--- src/rtl/ahfp_addsub_pipe_pkg.sv ---
// Shared definitions for the ahfp_* arithmetic blocks: operand classes and
// a helper that classifies a field-decoded operand.
package ahfp_addsub_pipe_pkg;

  typedef enum logic [1:0] {
    CLS_NORM = 2'd0,
    CLS_ZERO = 2'd1,
    CLS_INF  = 2'd2,
    CLS_NAN  = 2'd3
  } op_class_t;

  // Denormals (exp==0) are treated as zero throughout the ahfp family.
  function automatic op_class_t classify(input logic exp_zero,
                                         input logic exp_ones,
                                         input logic frac_zero);
    if (exp_zero) return CLS_ZERO;
    if (exp_ones) return frac_zero ? CLS_INF : CLS_NAN;
    return CLS_NORM;
  endfunction

endpackage

--- src/rtl/ahfp_lzc.sv ---
// Combinational leading-zero counter; an all-zero input reports WIDTH.
module ahfp_lzc #(
  parameter int WIDTH = 27,
  parameter int CW    = $clog2(WIDTH + 1)
) (
  input  logic [WIDTH-1:0] value,
  output logic [CW-1:0]    count
);

  // Scanning upward lets the highest set bit win the final assignment.
  always_comb begin
    count = CW'(WIDTH);
    for (int i = 0; i < WIDTH; i++) begin
      if (value[i]) count = CW'(WIDTH - 1 - i);
    end
  end

endmodule

--- src/rtl/ahfp_addsub_pipe.sv ---
// Pipelined floating-point adder/subtractor with a multi-cycle
// custom-instruction handshake: operand capture, align, add, normalise/round.
module ahfp_addsub_pipe
  import ahfp_addsub_pipe_pkg::*;
#(
  parameter int EXP_W = 8,
  parameter int MAN_W = 23
) (
  input  logic                   clk,
  input  logic                   reset,
  input  logic                   clk_en,
  input  logic                   start,
  input  logic                   n,
  input  logic [EXP_W+MAN_W:0]   dataa,
  input  logic [EXP_W+MAN_W:0]   datab,
  output logic [EXP_W+MAN_W:0]   result,
  output logic                   done
);

  localparam int W   = 1 + EXP_W + MAN_W;
  localparam int MW  = MAN_W + 4;
  localparam int SW  = MAN_W + 5;
  localparam int EW  = EXP_W + 2;
  localparam int LZW = $clog2(MW + 1);
  localparam logic [EXP_W-1:0]        SHIFT_MAX = EXP_W'(MAN_W + 3);
  localparam logic signed [EW-1:0]    EXP_MAX_S = EW'((1 << EXP_W) - 1);
  localparam logic [W-1:0] QNAN = {1'b0, {EXP_W{1'b1}}, 1'b1, {(MAN_W-1){1'b0}}};

  logic [W-1:0] a_q, b_q;
  logic         n_q;
  logic [2:0]   vld;

  always_ff @(posedge clk or posedge reset) begin
    if (reset) begin
      a_q <= '0;
      b_q <= '0;
      n_q <= 1'b0;
      vld <= '0;
    end else if (clk_en) begin
      vld <= {vld[1:0], start};
      if (start) begin
        a_q <= dataa;
        b_q <= datab;
        n_q <= n;
      end
    end
  end

  logic             sa, sb;
  logic [EXP_W-1:0] ea, eb;
  logic [MAN_W-1:0] fa, fb;
  op_class_t        ca, cb;

  assign sa = a_q[W-1];
  assign sb = b_q[W-1] ^ n_q;
  assign ea = a_q[W-2:MAN_W];
  assign eb = b_q[W-2:MAN_W];
  assign fa = a_q[MAN_W-1:0];
  assign fb = b_q[MAN_W-1:0];
  assign ca = classify(ea == '0, ea == '1, fa == '0);
  assign cb = classify(eb == '0, eb == '1, fb == '0);

  logic             sign_big, sign_small, spec;
  logic [EXP_W-1:0] e_big, e_small, d;
  logic [MW-1:0]    m_big, m_small, m_shift, m_aligned;
  logic [W-1:0]     spec_val;
  logic             a_big, lost;

  // Flushed zeros carry no hidden bit so they align and add as true zeros.
  always_comb begin
    a_big = ((ca == CLS_ZERO) ? '0 : a_q[W-2:0]) >= ((cb == CLS_ZERO) ? '0 : b_q[W-2:0]);
    if (a_big) begin
      sign_big   = sa;
      sign_small = sb;
      e_big      = ea;
      e_small    = eb;
      m_big      = (ca == CLS_ZERO) ? '0 : {1'b1, fa, 3'b000};
      m_small    = (cb == CLS_ZERO) ? '0 : {1'b1, fb, 3'b000};
    end else begin
      sign_big   = sb;
      sign_small = sa;
      e_big      = eb;
      e_small    = ea;
      m_big      = (cb == CLS_ZERO) ? '0 : {1'b1, fb, 3'b000};
      m_small    = (ca == CLS_ZERO) ? '0 : {1'b1, fa, 3'b000};
    end
    d       = e_big - e_small;
    m_shift = m_small >> d;
    lost    = |(m_small & ~({MW{1'b1}} << d));
    if (d >= SHIFT_MAX) m_aligned = {{(MW-1){1'b0}}, |m_small};
    else                m_aligned = {m_shift[MW-1:1], m_shift[0] | lost};

    spec     = 1'b0;
    spec_val = '0;
    if (ca == CLS_NAN || cb == CLS_NAN || (ca == CLS_INF && cb == CLS_INF && sa != sb)) begin
      spec     = 1'b1;
      spec_val = QNAN;
    end else if (ca == CLS_INF) begin
      spec     = 1'b1;
      spec_val = {sa, {EXP_W{1'b1}}, {MAN_W{1'b0}}};
    end else if (cb == CLS_INF) begin
      spec     = 1'b1;
      spec_val = {sb, {EXP_W{1'b1}}, {MAN_W{1'b0}}};
    end
  end

  logic             s1_sign_big, s1_sign_small, s1_spec;
  logic [EXP_W-1:0] s1_exp;
  logic [MW-1:0]    s1_mbig, s1_msmall;
  logic [W-1:0]     s1_spec_val;

  always_ff @(posedge clk or posedge reset) begin
    if (reset) begin
      s1_sign_big   <= 1'b0;
      s1_sign_small <= 1'b0;
      s1_exp        <= '0;
      s1_mbig       <= '0;
      s1_msmall     <= '0;
      s1_spec       <= 1'b0;
      s1_spec_val   <= '0;
    end else if (clk_en) begin
      s1_sign_big   <= sign_big;
      s1_sign_small <= sign_small;
      s1_exp        <= e_big;
      s1_mbig       <= m_big;
      s1_msmall     <= m_aligned;
      s1_spec       <= spec;
      s1_spec_val   <= spec_val;
    end
  end

  logic             s2_sign, s2_eff_sub, s2_spec;
  logic [EXP_W-1:0] s2_exp;
  logic [SW-1:0]    s2_sum;
  logic [W-1:0]     s2_spec_val;

  // Operands are magnitude-ordered, so the difference never goes negative.
  always_ff @(posedge clk or posedge reset) begin
    if (reset) begin
      s2_sign     <= 1'b0;
      s2_eff_sub  <= 1'b0;
      s2_exp      <= '0;
      s2_sum      <= '0;
      s2_spec     <= 1'b0;
      s2_spec_val <= '0;
    end else if (clk_en) begin
      s2_sign     <= s1_sign_big;
      s2_eff_sub  <= s1_sign_big ^ s1_sign_small;
      s2_exp      <= s1_exp;
      s2_sum      <= (s1_sign_big ^ s1_sign_small) ? ({1'b0, s1_mbig} - {1'b0, s1_msmall})
                                                   : ({1'b0, s1_mbig} + {1'b0, s1_msmall});
      s2_spec     <= s1_spec;
      s2_spec_val <= s1_spec_val;
    end
  end

  logic [LZW-1:0]         lz;
  logic [MW-1:0]          norm;
  logic signed [EW-1:0]   exp_n, exp_r;
  logic                   round_up;
  logic [MAN_W+1:0]       rounded;
  logic [MAN_W-1:0]       frac;
  logic [W-1:0]           res;

  ahfp_lzc #(.WIDTH(MW), .CW(LZW)) u_lzc (
    .value (s2_sum[MW-1:0]),
    .count (lz)
  );

  always_comb begin
    if (s2_sum[SW-1]) begin
      norm  = {s2_sum[SW-1:2], s2_sum[1] | s2_sum[0]};
      exp_n = $signed({2'b00, s2_exp}) + EW'(1);
    end else begin
      norm  = s2_sum[MW-1:0] << lz;
      exp_n = $signed({2'b00, s2_exp}) - $signed({{(EW-LZW){1'b0}}, lz});
    end
    round_up = norm[2] & (norm[1] | norm[0] | norm[3]);
    rounded  = {1'b0, norm[MW-1:3]} + {{(MAN_W+1){1'b0}}, round_up};
    if (rounded[MAN_W+1]) begin
      exp_r = exp_n + EW'(1);
      frac  = rounded[MAN_W:1];
    end else begin
      exp_r = exp_n;
      frac  = rounded[MAN_W-1:0];
    end

    if (s2_spec)                res = s2_spec_val;
    else if (s2_sum == '0)      res = {s2_eff_sub ? 1'b0 : s2_sign, {(W-1){1'b0}}};
    else if (exp_r <= EW'(0))   res = {s2_sign, {(W-1){1'b0}}};
    else if (exp_r >= EXP_MAX_S) res = {s2_sign, {EXP_W{1'b1}}, {MAN_W{1'b0}}};
    else                        res = {s2_sign, exp_r[EXP_W-1:0], frac};
  end

  always_ff @(posedge clk or posedge reset) begin
    if (reset) begin
      result <= '0;
      done   <= 1'b0;
    end else if (clk_en) begin
      done <= vld[2];
      if (vld[2]) result <= res;
    end
  end

endmodule

--- config.mk ---
export PLATFORM = sky130hd
export DESIGN_NAME = ahfp_addsub_pipe
export DESIGN_NICKNAME = d
export VERILOG_FILES = /design/src/rtl/ahfp_addsub_pipe_pkg.sv /design/src/rtl/ahfp_lzc.sv /design/src/rtl/ahfp_addsub_pipe.sv
export SDC_FILE = /design/constraint.sdc
export NUM_CORES = 1
export LEC_CHECK = 0
export CORE_ASPECT_RATIO = 1.25
export CORE_MARGIN = 2
export CORE_UTILIZATION = 25
export CTS_CLUSTER_DIAMETER = 150
export DETAILED_ROUTE_END_ITERATION = 7
export DONT_BUFFER_PORTS = 1
export GPL_TIMING_DRIVEN = 0
export SYNTH_ARGS = -nofsm -noshare
export SYNTH_HDL_FRONTEND = slang
export SYNTH_SLANG_ARGS = --single-unit
--- constraint.sdc ---
create_clock -name clk -period 16.13 [get_ports clk]
set_clock_uncertainty 0.1 [all_clocks]
set_input_delay 3.226 -clock clk [delete_from_list [all_inputs] [get_ports clk]]
set_output_delay 3.226 -clock clk [all_outputs]
set_load 0.05 [all_outputs]
# Word-level counts from Yosys, hierarchy flattened
# Index checks and enable logic that the tools add are counted.
dict set report word_totals {
  output_inout_bits 33
  rom_bits 0
  ramBits 0
  register_bits 269
  latchBits 0
  input_bits 69
  n_memories 0
}
dict set report op_classes {
  n_div 0
  bitwise 9
  multipliers 0
  magnitude_cmp 4
  n_shift 3
  reduce_logical 13
  muxes 70
  n_eq_ne 9
  add_sub_neg 7
}
# cell count
set ops {}
lappend ops {{2-to-1 mux 27 bit} 6}
lappend ops {{2-to-1 mux 32 bit} 5}
lappend ops {{2-to-1 mux 31 bit} 4}
lappend ops {{2-to-1 mux 5 bit} 16}
lappend ops {{OR reduction 27 bit} 2}
lappend ops {{logical NOT 23 bit} 2}
lappend ops {{2-to-1 mux 4 bit} 8}
lappend ops {{>= comparator 31 bit} 1}
lappend ops {{adder 27 x 27 -> 28 bit} 1}
lappend ops {{logical NOT 28 bit} 1}
lappend ops {{2-to-1 mux 28 bit} 1}
lappend ops {{subtractor 27 x 27 -> 28 bit} 1}
lappend ops {{bitwise AND 27 bit} 1}
lappend ops {{inverter 27 bit} 1}
lappend ops {{left shift 27 x 5 -> 27 bit} 1}
lappend ops {{left shift 27 x 8 -> 27 bit (first input constant)} 1}
lappend ops {{right shift 27 x 8 -> 27 bit} 1}
lappend ops {{adder 24 x 1 -> 25 bit} 1}
lappend ops {{2-to-1 mux 23 bit} 1}
lappend ops {{2-to-1 mux 10 bit} 2}
lappend ops {{2-to-1 mux 2 bit} 10}
lappend ops {{== test 8 bit (second input constant)} 2}
lappend ops {{logical NOT 8 bit} 2}
lappend ops {{2-to-1 mux 8 bit} 2}
lappend ops {{17 further kinds} 42}

# Logic depth before layout (Yosys ltp)
# Gate-level depths: netlist (run 1).
dict set report depth {
  depth_word 39
  ltp_mapped 34
  ltp_nobuf 26
}

# Hierarchy
# A second synthesis (run 1) with hierarchy kept.
dict set report unflattened {
  cells_unflattened 1885
  area_unflattened_um2 16435.8
}
# module cells_per_inst area_each_um2 n_inst
set by_module_without_submodules {}
lappend by_module_without_submodules {ahfp_addsub_pipe 1834 16158.0 1}
lappend by_module_without_submodules {ahfp_lzc 51 277.8 1}

# Least setup slack after synthesis (run 1)
# Ideal clock, no wire load.
dict set report synth_timing {
  path_kind {register to register}
  start {register a_q[27]}
  end {register s1_msmall[3]}
  n_path_buf 8
  required_time_ns 15.904
  slack_ns 9.085
  synth_period_minus_slack_ns 7.045
  stages_incl_launch_ff 35
  t_arrival_ns 6.819
  path_cell_list {dfrtp_1 > clkbuf_1 > nor4_1 > nand2_1 > clkbuf_1 > buf_1 > nand2_1 > inv_1 > ha_1 > nor2b_1 > o21a_1 > o211ai_1 > a31oi_1 > a211oi_1 > a21o_1 > clkbuf_1 > buf_1 > clkbuf_1 > clkbuf_1 > mux2i_1 > ha_1 > inv_1 > a21oi_1 > nor3_1 > o21ai_0 > mux2i_1 > a211oi_1 > o41ai_1 > a21o_1 > o211ai_1 > clkbuf_1 > nor3_1 > a21o_1 > or2_2 > a221o_1}
}
dict set report synth_via {
  elab_chain_cells 12
}
# item line
set synth_lines {}
lappend synth_lines {{start, declared} ahfp_addsub_pipe.sv:29} ;# logic [W-1:0] a_q, b_q;
lappend synth_lines {{start signal, assigned} ahfp_addsub_pipe.sv:42} ;# a_q <= dataa;
lappend synth_lines {{== test 8 bit} ahfp_addsub_pipe.sv:60} ;# assign ca = classify(ea == '0, ea == '1, fa == '0);
lappend synth_lines {{2-to-1 mux 1 bit (2 in a row)} ahfp_addsub_pipe_pkg.sv:17} ;# if (exp_ones) return frac_zero ? CLS_INF : CLS_NAN;
lappend synth_lines {{2-to-1 mux 2 bit} ahfp_addsub_pipe_pkg.sv:18} ;# return CLS_NORM;
lappend synth_lines {{2-to-1 mux 2 bit} ahfp_addsub_pipe_pkg.sv:17}
lappend synth_lines {{== test 2 x 1 -> 1 bit} {ahfp_addsub_pipe.sv:71, ahfp_addsub_pipe.sv:85}}
lappend synth_lines {{2-to-1 mux 31 bit} ahfp_addsub_pipe.sv:71} ;# a_big = ((ca == CLS_ZERO) ? '0 : a_q[W-2:0]) >= ((cb == CLS_ZERO) ? '0 : b_q[W-2:0]);
lappend synth_lines {{>= comparator 31 bit} ahfp_addsub_pipe.sv:71}
lappend synth_lines {{2-to-1 mux 8 bit} ahfp_addsub_pipe.sv:72} ;# if (a_big) begin
lappend synth_lines {{subtractor 8 bit} ahfp_addsub_pipe.sv:87} ;# d = e_big - e_small;
lappend synth_lines {{right shift 27 x 8 -> 27 bit or >= comparator 8 x 5 -> 1 bit (tied branches)} {ahfp_addsub_pipe.sv:88, ahfp_addsub_pipe.sv:90}}
lappend synth_lines {{2-to-1 mux 27 bit (*)} ahfp_addsub_pipe.sv:90} ;# if (d >= SHIFT_MAX) m_aligned = {{(MW-1){1'b0}}, |m_small};
lappend synth_lines {{end signal, assigned} ahfp_addsub_pipe.sv:126} ;# s1_msmall <= m_aligned;
lappend synth_lines {{end, declared} ahfp_addsub_pipe.sv:109} ;# logic [MW-1:0] s1_mbig, s1_msmall;
# Every way passes the cells marked *; elsewhere a longest branch is shown, timed or not. The select of a mux whose other input is x is not followed.
# A chain may end at the register's enable or synchronous reset.

# Worst setup path after layout (run 1)
dict set report layout_timing {
  start {register a_q[27]}
  end {register s1_msmall[6]}
}
# Same word-level chain as after synthesis.

==> results of run 1 <==
critical path: cells and delay by family (launching register included):
kind                     cells  cell delay (ps)
flip-flops                   1              420
AND/OR/NAND/NOR              7             1660
adder cells (fa/ha/maj)      2              420
multiplexers                 2              360
buffers and inverters       11             4290
AO/OA/AOI/OAI               12             2960
final timing paths:
| path | start | endpoint | cells after the start |
|---|---|---|---|
| max | a_q[27] | s1_msmall[6] | 34 |
| min | s1_exp[0] | s2_exp[0] | 2 |
| max reg2reg | a_q[27] | s1_msmall[6] | 34 |
| min reg2reg | s1_exp[0] | s2_exp[0] | 2 |
| max in group asynchronous | reset | b_q[28] | 2 |
| min in group asynchronous | reset | s2_sum[16] | 1 |
cells in the final DEF (no fill, tap or decap), types with 9 or more instances in the layout:
master	instances
a211oi_1	30
a21o_1	16
a21oi_1	184
a221oi_1	9
a22oi_1	11
a31oi_1	27
and2_1	11
and3_1	11
buf_1	15
buf_2	21
clkbuf_1	112
clkbuf_16	25
dfrtp_1	206
ha_1	66
inv_1	76
mux2_2	104
mux2i_1	63
mux4_2	12
nand2_1	239
nand2b_1	14
nand3_1	54
nand4_1	24
nor2_1	227
nor2b_1	16
nor3_1	71
nor4_1	31
o211ai_1	26
o21a_1	18
o21ai_0	108
o21ai_2	10
o22ai_1	11
o2bb2ai_1	11
o31ai_1	14
o41ai_1	10
or3_1	15
or4_1	10
xnor2_1	63
xor2_1	32
final cells by class:
class	count	area, um2	share of cell area
Sequential cell	206	5150	0.270
Timing Repair Buffer	1	27.5	0.00144
Multi-Input combinational cell	1674	11100	0.579
Inverter	84	323	0.0169
Clock buffer	31	668	0.0350
Tap cell	872	1090	0.0571
Buffer	152	646	0.0338
Clock inverter	12	120	0.00629
per-layer routing:
layer | vias to the layer above | share of wire | global-route usage
met5 | - | 0 | 0
met4 | 0 | 0.072 | 0.117
met3 | 209 | 0.050 | 0.0208
met2 | 694 | 0.50 | 0.319
met1 | 7912 | 0.38 | 0.202
li1 | 7775 | - | -
per-stage QoR:
| stage | utilization | worst slack, ps | power [uW] |
|---|---|---|---|
| after detailed placement | 0.269 | 6030 | 4080 |
| after global placement | 0.268 | 4700 | 4080 |
| after CTS | 0.280 | 6000 | 4650 |
| after global routing | 0.280 | 5140 | 5010 |
| final | 0.280 | 5810 | 4700 |
| after floorplan | - | 7180 | 3170 |
flip-flops by register name, summed over array words and instances, names as in the netlist, 3 cells and up:
register	count
a_q	32
b_q	32
result	32
s2_sum	28
s1_msmall	27
s1_mbig	24
s1_exp	8
s2_exp	8
s1_spec_val	3
s2_spec_val	3
vld	3
kinds of logic after synthesis:
logic type | count (synthesis) | synth area share
buffers and inverters | 236 | 0.0559
AND/OR/NAND/NOR | 754 | 0.206
XOR/XNOR | 95 | 0.0484
AO/OA/AOI/OAI | 579 | 0.220
multiplexers | 179 | 0.121
adder cells (fa/ha/maj) | 67 | 0.0492
flip-flops | 206 | 0.300
power by group through the flow:
stage               clock network, uW  logic [uW]  registers, uW
finish                            551        3220            928
global route                      587        3480            944
CTS                               565        3160            927
detailed placement                  0        3140            936
global placement                    0        3150            934
floorplan                           0        2290            879
==> metrics.md, run 1 <==
| Metric | Value |
|---|---|
| PD cells | `246 nW/um2` |
| Most used cell, CP | `clkbuf_1` |
| I/O pin cnt | `about 100` |
| Gate power share | `0.685` |
| Worst skew pair latency | `550 ps` |
| Fillers | `7396` |
| Post-layout nets | `2279` |
| Die area | `roughly 70000 um2` |
| Fmax | `roughly 97 MHz` |
| Root Buffer | `clkbuf_16` |
| Netlist cell types | `91` |
| Tcrit/Tclk final | `0.640` |
| Clk sinks | `206` |
| Hold WS | `around 400 ps` |
| Layout Cells excl Fill | `just over 3000` |
| Slew margin rel. | `0.317` |
| Synth warn | `0` |
| H-tree Lvls | `1` |
| Worst stage delay on the critical path | `around 870 ps` |
| Drt initial violations | `1264` |
| Final hold violation count | `0` |
| GP Congestion | `0.975` |
| Final ANT Viol Nets | `0` |
| Total routed wirelength | `~65 mm` |
| Slowest cell on the critical path | `a211oi_1` |
| Setup violations, final | `0` |
| Post-CTS Setup Inserts | `0` |
| DR vias | `between 15000 and 20000` |
| Ant diodes | `0` |
| Rows | `approximately 110` |
| Vias in the first global route | `16375` |
| Die width | `around 240 um` |
| Clk pwr share | `0.117` |
| Post-synth top cells | `239 x nand2_1, 227 x nor2_1, 206 x dfrtp_1` |
| Lkg Pwr | `approximately 0.0077 uW` |
| I/O Buffers | `0` |
| Syn Inst Count | `between 2000 and 2500` |
| Finished Cell Area | `roughly 19000 um2` |
| Top-count cell post-synth | `nand2_1` |
| Placed Area | `around 18000 um2` |
| Fin Setup TNS | `0 ps` |
| Netlist area before placement | `approximately 17000 um2` |
| Cell taking the most area after synthesis | `dfrtp_1` |
| Max FO, Critical Path | `10` |
| Area contributors post-synth | `dfrtp_1 30%, mux2_2 6.8%, a21oi_1 5.4%, nand2_1 5.2%, nor2_1 5.0%` |
| Syn_area_per_cell | `8.12 um2` |
| DRC | `0` |
| Share of flip-flops with an asynchronous set or reset | `1.00` |
| Routed vias/inst | `about 5.5` |
| Power share of the sequential group | `0.198` |
| Worst-path clk slew | `about 60 ps` |
| Cts repair resizes | `0` |
| Worst path required time | `between 15000 and 20000 ps` |
| CTS tree | `done` |
| P&R area growth vs syn | `11.1%` |
| # Max-Cap Violations | `0` |
| Crit path kind | `register to register` |
| Share of the yosys chip area belonging to registers | `0.300` |
| Max-slew violation count | `0` |
| HPWL Detailed | `slightly above 50 mm` |
| Post-Place Cells | `2989` |
| Largest net degree at the start of global routing | `129` |
| FF-to-FF setup slack | `5810 ps` |
| DIE HEIGHT | `297 um` |
| Yosys top cell area share | `0.300` |
| Clock Tree Buf Depth | `3` |
| Post-CTS Hold Fix Bufs | `0` |
| Least-Margin Pin Slew | `~1000 ps` |
| CP arrival | `about 11000 ps` |
| Starting density of the core | `0.252` |
| Net Sw Frac | `0.544` |
| Worst Hold Class | `register to register` |
| FF+latch count, synth | `about 210` |
| Sw Pwr | `between 2000 and 3000 uW` |
| Worst Setup End Kind | `register` |
| Status | `complete, no violations` |
| Tmin final | `~10000 ps` |
| Mean routed wirelength per cell | `roughly 21 um` |
| Drt pass-1 iters | `6` |
| Worst setup SP type | `register` |
| Syn nets | `around 2300` |
| Ys flop type | `dfrtp_1` |
| Antenna violations before repair | `0` |
| Area of the core | `about 68000 um2` |
| Peak VDD IR | `between 0.09 and 0.1 mV` |
| EDFF count, synth | `0` |
| All-Layer GR Usage | `0.180` |
| RSZ-0062 raised after global routing | `no` |
| Internal power | `between 2000 and 2500 uW` |
| Overflow after GRT | `0` |
| First-pass GRT wire length | `99.3 mm` |
| TritonCTS Buffers | `24` |
| Share of cells above drive strength 1 | `0.103` |
Power figures use the tool's default switching activity.
==> inputs of run 2 (changes only) <==
Clock period 16.13 ns to 10.59 ns, I/O delays scaled along.
==> metrics.md, run 2 (same netlist as run 1, synthesis figures left out) <==
| Metric | Value |
|---|---|
| Status | `complete, no violations` |
| Peak VDD IR | `0.144 mV (+52%)` |
| Crit path kind | `register to register` |
| I/O Buffers | `0 (unchanged)` |
| Met3 Track Usage GR | `0.0208 (unchanged)` |
| Met1 global-route usage | `0.202 (unchanged)` |
| Max-slew violation count | `0 (unchanged)` |
| Setup violations, final | `0 (unchanged)` |
| Hold WS | `402 ps (+0.727 ps)` |
| I/O pin cnt | `102 (unchanged)` |
| Routed vias/inst | `5.44 (-0.61%)` |
| Die width | `238 um (unchanged)` |
| Fin Setup TNS | `0 ps (unchanged)` |
| Share of cells above drive strength 1 | `0.104 (+0.000926)` |
| Most used cell, CP | `clkbuf_1` |
| Commonest non-fill, non-tap cell in the layout | `nand2_1` |
| Slew margin rel. | `0.290 (-0.0266)` |
| Lkg Pwr | `0.00768 uW (about the same)` |
| Hold_sp | `s1_exp[0]` |
| GP Congestion | `0.975 (unchanged)` |
| Placed Area | `18300 um2 (unchanged)` |
| PD cells | `375 nW/um2 (+52%)` |
| CP arrival | `10110 ps (-570 ps)` |
| DRC | `0 (unchanged)` |
| Overflow after GRT | `0 (unchanged)` |
| Layout Cells excl Fill | `3032 (unchanged)` |
| Final ANT Viol Nets | `0 (unchanged)` |
| Vias in the first global route | `16375 (unchanged)` |
| TritonCTS Buffers | `24 (unchanged)` |
| Post-CTS Hold Fix Bufs | `0 (unchanged)` |
| Slowest cell on the critical path | `a211oi_2` |
| Die area | `70800 um2 (unchanged)` |
| Largest net degree at the start of global routing | `129 (unchanged)` |
| DR vias | `16488 (-0.61%)` |
| Least-Margin Pin Slew | `1060 ps (+39.5 ps)` |
| DIE HEIGHT | `297 um (unchanged)` |
| CTS tree | `done` |
| Total routed wirelength | `65.0 mm (about the same)` |
| WP buf/inv | `11 (unchanged)` |
| Tmin final | `9820 ps (-497 ps)` |
| Fillers | `7395 (-0.014%)` |
| Rows | `107 (unchanged)` |
| Post-layout nets | `2279 (unchanged)` |
| Largest regs | `a_q (32), b_q (32), result (32)` |
| Worst skew pair latency | `560 ps (about the same)` |
| Fmax | `102 MHz (+5.1%)` |
| P&R area growth vs syn | `11.2% (about the same)` |
| Root Buffer | `clkbuf_16` |
| Family with the most delay on the worst path | `buffers and inverters` |
| Worst path required time | `10880 ps (-5610 ps)` |
| # Max-Cap Violations | `0 (unchanged)` |
| HPWL Detailed | `51.6 mm (unchanged)` |
| Worst setup SP type | `register` |
| Worst Setup End Kind | `register` |
| GR peak layer | `met2` |
| Worst Hold Class | `register to register` |
| CP Launch Point | `a_q[27]` |
| Drt initial violations | `1285 (+1.7%)` |
| Final hold violation count | `0 (unchanged)` |
| Ant diodes | `0 (unchanged)` |
| All-Layer GR Usage | `0.180 (unchanged)` |
| Clock Tree Buf Depth | `3 (unchanged)` |
| Drt pass-1 iters | `6 (unchanged)` |
| Antenna violations before repair | `0 (unchanged)` |
| RSZ-0062 raised after global routing | `no` |
| Area of the core | `68100 um2 (unchanged)` |
| Worst-path clk slew | `60 ps (about the same)` |
| Post-Route Utilization | `0.280 (about the same)` |
| Starting density of the core | `0.252 (unchanged)` |
| Finished Cell Area | `19100 um2 (about the same)` |
| Reg2reg start | `a_q[27]` |
| Clk sinks | `206 (unchanged)` |
| H-tree Lvls | `1 (unchanged)` |
| Worst stage delay on the critical path | `590 ps (-280 ps)` |
| Most frequent cells in the layout | `239 x nand2_1, 227 x nor2_1, 206 x dfrtp_1` |
| M2 GR Usage | `0.319 (unchanged)` |
| Tcrit/Tclk final | `0.928 (+0.288)` |
| Post-Place Cells | `2989 (unchanged)` |
| Max FO, Critical Path | `10 (unchanged)` |
| Mean routed wirelength per cell | `21.4 um (about the same)` |
| First-pass GRT wire length | `99.3 mm (unchanged)` |
-- run 2: through the flow --
stage	total power [uW]	worst slack, ps
5_1_grt	7640	129
2_1_floorplan	4820	2750
3_5_place_dp	6220	487
3_3_place_gp	6220	271
6_report	7160	766
4_1_cts	7090	463
-- run 2: final cells by class --
type / count / area (um2) / area share
well taps: 872 / 1090 / 0.0571
clock inverters: 12 / 120 / 0.00629
inverters: 84 / 323 / 0.0169
clock buffers: 31 / 668 / 0.0350
plain buffers: 152 / 647 / 0.0339
flip-flops and latches: 206 / 5150 / 0.270
multi-input cells: 1674 / 11100 / 0.579
repair buffers: 1 / 27.5 / 0.00144
-- run 2: path summary, 6_finish.rpt --
path / endpoint / slack (ps) / cells after the start
max: s1_msmall[1] / 770 / 34
max reg2reg: s1_msmall[1] / 770 / 34
min in group asynchronous: s2_sum[16] / 1360 / 1
min: s2_exp[0] / 400 / 2
max in group asynchronous: b_q[28] / 8000 / 2
min reg2reg: s2_exp[0] / 400 / 2
-- run 2: tightest hold or removal path, stage by stage (launching register included) --
cell,delay (ps)
dfrtp_1,350
nand2_1,50
o21ai_0,60
-- run 2: timing repair --
action,4_1_cts,5_1_grt
resized for setup,0,2
setup buffers,0,0
setup endpoints to repair,0,17
-- run 2: routing by layer --
| metal | part of all wire | up-vias |
|---|---|---|
| li1 | - | 7766 |
| met1 | 0.38 | 7860 |
| met2 | 0.50 | 648 |
| met3 | 0.049 | 214 |
| met4 | 0.073 | 0 |
| met5 | 0 | - |
-- run 2: power by group --
| group | internal, uW | switching, uW | leakage (uW) |
|---|---|---|---|
| registers | 1010 | 407 | 0.00249 |
| clock network | 494 | 345 | 0.000392 |
| logic | 1760 | 3140 | 0.00479 |
| total | 3260 | 3890 | 0.00768 |
==> inputs of run 3 (changes only) <==
Settings changed: SETUP_SLACK_MARGIN set to 0.1.
==> results of run 3 <==
Final layout, timing and power as in run 2 (identical DEF).
